File: src/rtl/parking_pkg.sv
// Shared constants, FSM encoding and timestamp helper for the parking fee calculator.
package parking_pkg;

  localparam int MIN_PER_HOUR = 60;
  localparam int MIN_PER_DAY  = 1440;
  localparam int TS_W         = 18;
  localparam int ELAPSED_W    = 19;

  typedef enum logic [2:0] {
    IDLE,
    DIFF,
    DIV,
    SCALE,
    DONE
  } state_t;

  function automatic logic [TS_W-1:0] to_minutes(input logic [6:0] d,
                                                  input logic [4:0] h,
                                                  input logic [6:0] m);
    return TS_W'(d) * TS_W'(MIN_PER_DAY) + TS_W'(h) * TS_W'(MIN_PER_HOUR) + TS_W'(m);
  endfunction

endpackage

File: src/rtl/seq_divider.sv
// Restoring divider: one quotient bit per cycle, WIDTH cycles after i_start.
// o_done is high during the final iteration; o_quot is complete from the next cycle.
module seq_divider #(
  parameter int WIDTH = 19
) (
  input  logic             clk,
  input  logic             rst_n,
  input  logic             i_start,
  input  logic [WIDTH-1:0] i_dividend,
  input  logic [WIDTH-1:0] i_divisor,
  output logic             o_done,
  output logic [WIDTH-1:0] o_quot
);

  localparam int CW = $clog2(WIDTH + 1);

  logic [WIDTH-1:0] r_rem;
  logic [WIDTH-1:0] r_quot;
  logic [CW-1:0]    r_cnt;
  logic [WIDTH:0]   w_shift;
  logic [WIDTH:0]   w_sub;

  always_comb begin
    w_shift = {r_rem, r_quot[WIDTH-1]};
    w_sub   = w_shift - {1'b0, i_divisor};
  end

  always_ff @(posedge clk or negedge rst_n) begin
    if (!rst_n) begin
      r_rem  <= '0;
      r_quot <= '0;
      r_cnt  <= '0;
    end else if (i_start) begin
      r_rem  <= '0;
      r_quot <= i_dividend;
      r_cnt  <= CW'(WIDTH);
    end else if (r_cnt != '0) begin
      if (w_shift >= {1'b0, i_divisor}) begin
        r_rem  <= w_sub[WIDTH-1:0];
        r_quot <= {r_quot[WIDTH-2:0], 1'b1};
      end else begin
        r_rem  <= w_shift[WIDTH-1:0];
        r_quot <= {r_quot[WIDTH-2:0], 1'b0};
      end
      r_cnt <= r_cnt - CW'(1);
    end
  end

  assign o_done = (r_cnt == CW'(1));
  assign o_quot = r_quot;

endmodule

File: src/rtl/parking_fee_calc.sv
// Per-slot entry timestamp store and fixed-latency fee computation on exit
// (DIFF -> 19-cycle DIV -> SCALE -> DONE).
module parking_fee_calc
  import parking_pkg::*;
#(
  parameter int SLOTS    = 4,
  parameter int UNIT_MIN = 60,
  parameter int RATE     = 5,
  parameter int MAX_FEE  = 200,
  parameter int FEE_W    = 16,
  parameter int DAY_WRAP = 128
) (
  input  logic                     clk,
  input  logic                     reset,
  input  logic [6:0]               day,
  input  logic [4:0]               hour,
  input  logic [6:0]               minute,
  input  logic                     entry_valid,
  input  logic [$clog2(SLOTS)-1:0] entry_slot,
  input  logic                     exit_valid,
  input  logic [$clog2(SLOTS)-1:0] exit_slot,
  output logic                     exit_ready,
  output logic                     busy,
  output logic [SLOTS-1:0]         occupied,
  output logic                     entry_err,
  output logic                     exit_err,
  output logic                     fee_valid,
  output logic [$clog2(SLOTS)-1:0] fee_slot,
  output logic [ELAPSED_W-1:0]     elapsed_min,
  output logic [FEE_W-1:0]         fee
);

  localparam int SW = $clog2(SLOTS);

  state_t                r_state;
  logic [TS_W-1:0]       r_ts [SLOTS];
  logic [TS_W-1:0]       r_t_in;
  logic [TS_W-1:0]       r_t_out;
  logic [SW-1:0]         r_slot;
  logic [ELAPSED_W-1:0]  r_elapsed;

  logic [TS_W-1:0]       w_now;
  logic                  w_exit_acc;
  logic                  w_exit_hit;
  logic                  w_entry_ok;
  logic [SLOTS-1:0]      w_set;
  logic [SLOTS-1:0]      w_clr;
  logic [ELAPSED_W-1:0]  w_diff;
  logic [ELAPSED_W-1:0]  w_dividend;
  logic                  w_div_done;
  logic [ELAPSED_W-1:0]  w_quot;
  logic [31:0]           w_prod;
  logic [FEE_W-1:0]      w_fee;

  assign w_now      = to_minutes(day, hour, minute);
  // Entry and exit are both judged against the pre-edge occupancy.
  assign w_exit_acc = exit_valid & ~busy;
  assign w_exit_hit = w_exit_acc & occupied[exit_slot];
  assign w_entry_ok = entry_valid & ~occupied[entry_slot];
  assign w_set      = w_entry_ok ? (SLOTS'(1) << entry_slot) : '0;
  assign w_clr      = w_exit_hit ? (SLOTS'(1) << exit_slot) : '0;
  assign exit_ready = ~busy;

  always_comb begin
    w_diff = ELAPSED_W'(r_t_out) - ELAPSED_W'(r_t_in);
    if (r_t_out < r_t_in) w_diff = w_diff + ELAPSED_W'(DAY_WRAP * MIN_PER_DAY);
    w_dividend = w_diff + ELAPSED_W'(UNIT_MIN - 1);
    w_prod     = 32'(w_quot) * 32'(RATE);
    w_fee      = (w_prod > 32'(MAX_FEE)) ? FEE_W'(MAX_FEE) : FEE_W'(w_prod);
  end

  seq_divider #(.WIDTH(ELAPSED_W)) u_div (
    .clk        (clk),
    .rst_n      (reset),
    .i_start    (r_state == DIFF),
    .i_dividend (w_dividend),
    .i_divisor  (ELAPSED_W'(UNIT_MIN)),
    .o_done     (w_div_done),
    .o_quot     (w_quot)
  );

  always_ff @(posedge clk or negedge reset) begin
    if (!reset) begin
      r_state     <= IDLE;
      for (int unsigned i = 0; i < SLOTS; i++) r_ts[i] <= '0;
      r_t_in      <= '0;
      r_t_out     <= '0;
      r_slot      <= '0;
      r_elapsed   <= '0;
      busy        <= 1'b0;
      occupied    <= '0;
      entry_err   <= 1'b0;
      exit_err    <= 1'b0;
      fee_valid   <= 1'b0;
      fee_slot    <= '0;
      elapsed_min <= '0;
      fee         <= '0;
    end else begin
      entry_err <= entry_valid & occupied[entry_slot];
      exit_err  <= w_exit_acc & ~occupied[exit_slot];
      fee_valid <= 1'b0;
      occupied  <= (occupied & ~w_clr) | w_set;
      if (w_entry_ok) r_ts[entry_slot] <= w_now;
      case (r_state)
        IDLE: if (w_exit_hit) begin
          r_t_in  <= r_ts[exit_slot];
          r_t_out <= w_now;
          r_slot  <= exit_slot;
          busy    <= 1'b1;
          r_state <= DIFF;
        end
        DIFF: begin
          r_elapsed <= w_diff;
          r_state   <= DIV;
        end
        DIV: if (w_div_done) r_state <= SCALE;
        SCALE: begin
          fee         <= w_fee;
          elapsed_min <= r_elapsed;
          fee_slot    <= r_slot;
          fee_valid   <= 1'b1;
          r_state     <= DONE;
        end
        DONE: begin
          busy    <= 1'b0;
          r_state <= IDLE;
        end
        default: r_state <= IDLE;
      endcase
    end
  end

endmodule

File: config.mk
export PLATFORM = sky130hd
export DESIGN_NAME = parking_fee_calc
export DESIGN_NICKNAME = d
export VERILOG_FILES = /design/src/rtl/parking_pkg.sv /design/src/rtl/seq_divider.sv /design/src/rtl/parking_fee_calc.sv
export SDC_FILE = /design/constraint.sdc
export NUM_CORES = 1
export LEC_CHECK = 0
export CORE_ASPECT_RATIO = 1.5
export CORE_MARGIN = 4
export CORE_UTILIZATION = 58
export DETAILED_ROUTE_END_ITERATION = 6
export PLACE_DENSITY_LB_ADDON = 0.12
export SYNTH_ARGS = -nofsm -noshare
export SYNTH_HDL_FRONTEND = slang
export SYNTH_HIERARCHICAL = 1
export SYNTH_SLANG_ARGS = --single-unit
File: constraint.sdc
create_clock -name clk -period 6.7 [get_ports clk]
set_clock_uncertainty 0.05 [all_clocks]
set_input_delay 0.67 -clock clk [delete_from_list [all_inputs] [get_ports clk]]
set_output_delay 0.67 -clock clk [all_outputs]
set_load 0.03 [all_outputs]
Word-level counts from Yosys, hierarchy flattened --
Index checks and enable logic that the tools add are counted.
Word-level totals: memories 0, bits in latches 0, register bits after elaboration 220, RAM bits 0, logic and storage cells 96, output and inout bits 46, bits in read-only memories 0, input bits 27
Cells by class: add/subtract/negate cells 7, reduce and logical (&&, ||, !) cells 8, $mul 3, equal/unequal tests 7, bitwise logic cells 13, div/mod/pow operators 0, $lt $le $gt $ge 8, muxes and demuxes 28, shift-type cells 2
Operator list (number):
- $mux 19 | 6
- $bwmux 72 | 1
- $mux 18 | 3
- $bmux 18 s2 | 1
- $demux 18 s2 | 1
- $gt 22x8->1 const B | 1
- $mul 19x3->22 const B | 1
- $ge 20x6->1 const B | 1
- $add 19x18->19 const B | 1
- $add 19x6->19 const B | 1
- $sub 18x18->19 | 1
- $sub 19x6->19 const B | 1
- $add 18x11->18 | 1
- $add 18x7->18 | 1
- $lt 18x18->1 | 1
- $mux 16 | 1
- $mul 7x6->13 const B | 1
- $pmux 3 s4 | 1
- $mux 5 | 2
- $mul 5x4->9 const B | 1
- $mux 4 | 2
- $shl 1x2->4 const A | 2
- $eq 3x2->1 const B | 2
- $ge 3x3->1 const B | 2
- other kinds (23) | 40

Depth between registers and ports, before layout --
word-level depth 7, depth in mapped cells 18, mapped depth without buffers 18

Hierarchy --
Netlist, hierarchy kept.
By module, submodules not included:
- parking_fee_calc | sequential area each 4429.2 um^2, area an instance 11232.0 um^2, instances 1, cells each 1157
- seq_divider | sequential area each 1076.0 um^2, area an instance 3144.3 um^2, instances 1, cells each 368

Worst setup path before layout --
Ideal clock, no wire load.
kind in2reg, start input port hour[0], end register r_ts[15] in the netlist's numbering, slack 2148 ps, path buffers 0, cell stages on the path 17, required time 6515 ps, library setup time 135 ps, arrival time 4368 ps, path through fa_1 -> fa_1 -> fa_1 -> inv_1 -> fa_1 -> inv_1 -> ha_1 -> a21o_1 -> a21oi_1 -> o21bai_1 -> a21oi_1 -> nor2b_1 -> o211ai_1 -> nand2_1 -> nand2_1 -> xor2_1 -> o21ai_0
Between the ends: word-level cells in the longest chain between the ends 4
RTL lines:
- start, declared | RTL line parking_fee_calc.sv:16 | input logic [4:0] hour,
- $mul 5x4->9 | RTL line parking_pkg.sv:20 | return TS_W'(d) * TS_W'(MIN_PER_DAY) + TS_W'(h) * TS_W'(MIN_PER_HOUR) + TS_W'(m);
- $add 18x11->18 | RTL line parking_pkg.sv:20
- $add 18x7->18 | RTL line parking_pkg.sv:20
- $bwmux 72 | RTL line parking_fee_calc.sv:103 | if (w_entry_ok) r_ts[entry_slot] <= w_now;
- end signal, assigned by index | RTL line parking_fee_calc.sv:103
- end, declared | RTL line parking_fee_calc.sv:36 | logic [TS_W-1:0] r_ts [SLOTS];
Every way passes these cells. A chain may end at the register's enable or synchronous reset.

Worst setup path after layout --
start input port hour[0], end register r_ts[49] in the netlist's numbering
The elaborated chain is that of the path after synthesis.

==> qor.yml <==
synth.distinct_cells: 86
routedLengthMet1_mm: 12.3
setup-tns-final_ns: 0
synth_warnings: 6
antenna_cells: 0
area_delta_synth_final_pct: 12.3
finalSetupViolCount: 0
worstPathArrival_ns: 5.28
globalplace.congestion: 0.868
drive_gt1_frac: 0.0873
drcViolationCount: 0
top_layer: "met4"
wirelength_mm: 30.0
io_pins: 73
cts_tree: "yes"
cp.required_ns: 6.99
cts_max_level: 1
endpoint_kind: "flop"
fin_nets: 1761
max_cap_viol_count: 0
wire_per_inst_um: 15.6
grt_pass1_vias: 10794
grt_pass1_wl_mm: 51.3
final_common_cell: "nand2_1"
coreArea_um2: 24400
ctsHoldBuffers: 0
wl_met3_um: 790
start_util: 0.588
yosysSeqAreaShare: 0.383
synthesis.area_um2: 14400
clock-root-buffer: "clkbuf_16"
dieHeight_um: 201
first_pass_iters: 5
hold_viol_final: 0
rsz0062_at_grt: "no"
synth_enable_flop_cells: 0
drt_iter0_drc: 506
place.port_buffers: 72
vias: 10767
ant_nets: 0
fin_crit_ns: 4.99
clockBufferDepth: 3
critPathKind: "primary input to flop"
start_kind: "primary input"
grt.overflow.total: 0
fp.dieArea_um2: 27400
dpl.hpwl_mm: 21.8
synth-main-ff-cell: "dfrtp_1"
cts_buffers: 23
layout_common_cells: "nand2_1 (265), dfrtp_1 (220), o21ai_0 (135)"
clk_pin_slew_ns: 0.06
syn_avg_cell_area_um2: 9.43
die_x_um: 137
crit_fanout: 5
worst_slew_pin_slew_ns: 1.20
drv_slew: 0
ys_ff_latch: 220
cts_setup_buffers: 0
met2_length_mm: 16.1
syn_inst: 1525
num_rows: 70
cts.repair.resized: 0
fin_crit_sh: 0.744
async_flop_share: 1.00
run_status: "finished clean"
antenna_found_initial: 0
clock_latency_ns: 0.54
cts.sinks: 220
avgViaCountPerCell: 5.59
grt.total_usage: 0.225
hold_path_class: "primary input to asynchronous set/reset pin"
fill_cells: 2035
fmax_mhz: 201
maxSlewHeadroom: 0.200
grt_max_degree: 121
## synth_stat cells (14+ instances only)
master	instances	share of area
mux4_2	20	0.031
mux2i_1	26	0.018
xor2_1	39	0.024
mux2_2	37	0.029
ha_1	127	0.11
clkbuf_1	54	0.014
a211oi_1	21	0.011
inv_1	111	0.029
nand2b_1	14	0.0061
nor2_1	85	0.022
and2_1	15	0.0065
nor3_1	30	0.010
o21ai_0	135	0.047
dfrtp_1	220	0.38
a21o_1	20	0.010
xnor2_1	43	0.026
a21oi_1	72	0.025
nand2_1	266	0.069
nand3_1	15	0.0052
fa_1	21	0.029
## layer usage
| layer | GRT usage | up-vias |
|---|---|---|
| li1 | - | 5354 |
| met1 | 0.274 | 5201 |
| met2 | 0.410 | 165 |
| met3 | 0.0208 | 47 |
| met4 | 0.0764 | 0 |
| met5 | 0 | - |
## area by class of cell
class | count | area (µm²) | area share
Tap cell | 324 | 405 | 0.0251
Clock buffer | 29 | 638 | 0.0395
Sequential cell | 220 | 5510 | 0.341
Timing Repair Buffer | 82 | 801 | 0.0496
Multi-Input combinational cell | 1146 | 8240 | 0.510
Inverter | 113 | 424 | 0.0263
Clock inverter | 13 | 133 | 0.00821
## critical path: stages
cell and delay, ns:
clkdlybuf4s50_1 0.48, fa_1 0.60, fa_1 0.46, fa_1 0.50, inv_1 0.05, fa_1 0.47
inv_1 0.04, ha_1 0.33, a21o_1 0.17, a21oi_1 0.22, o21bai_1 0.09, a21oi_1 0.23
nor2b_1 0.10, o211ai_1 0.19, nand2_1 0.15, nand2_1 0.11, xor2_1 0.29, o21ai_0 0.14
## kinds of logic (layout without fill, tap and decap cells)
family / after synthesis / in the layout / synth area share
xor+xnor: 85 / 85 / 0.0541
buf+inv: 176 / 237 / 0.0486
flops: 220 / 220 / 0.383
compound gates: 336 / 336 / 0.150
other cells: 2 / 19 / 0.000522
simple gates: 475 / 475 / 0.146
fa+ha+maj: 148 / 148 / 0.140
mux: 83 / 83 / 0.0784
## through the flow
step | util | hold WS (ns) | cell area, µm² | worst slack, ns | cells
finish | 0.661 | 0.130 | 16100 | 1.71 | 1927
global route | 0.661 | 0.228 | 16100 | 1.39 | 1927
CTS | 0.661 | 0.204 | 16100 | 1.72 | 1927
detailed placement | 0.629 | 0.404 | 15400 | 1.18 | 1885
global placement | 0.629 | 0.401 | 15400 | 1.33 | 1885
floorplan | - | 0.324 | 14400 | 2.15 | 1542
## registers in the layout, summed over array words and instances, names as in the netlist, 3 cells and up
signal        flops
elapsed_min      19
fee              16
occupied          4
r_elapsed        19
r_state           3
r_t_in           18
r_t_out          18
r_ts             72
u_div/o_quot     19
u_div/r_cnt       5
u_div/r_rem      19
## worst paths after layout
path,start,slack [ns],to,depth (start not counted)
setup reg to reg,r_t_in[0]$_DFFE_PN0P_,2.64,u_div/o_quot[17]$_DFFE_PN0P_,16
setup / recovery,hour[0],1.71,r_ts[49]$_DFFE_PN0P_,18
hold reg to reg,r_elapsed[4]$_DFFE_PN0P_,0.41,elapsed_min[4]$_DFFE_PN0P_,2
hold / removal,reset,0.13,fee_valid$_DFF_PN0_,1
min in group clk,r_elapsed[4]$_DFFE_PN0P_,0.41,elapsed_min[4]$_DFFE_PN0P_,2
max in group asynchronous,reset,5.22,r_ts[29]$_DFFE_PN0P_,2
Power is not shown: default switching activity piles up to over one toggle a cycle in this logic, so the estimate is an artifact.
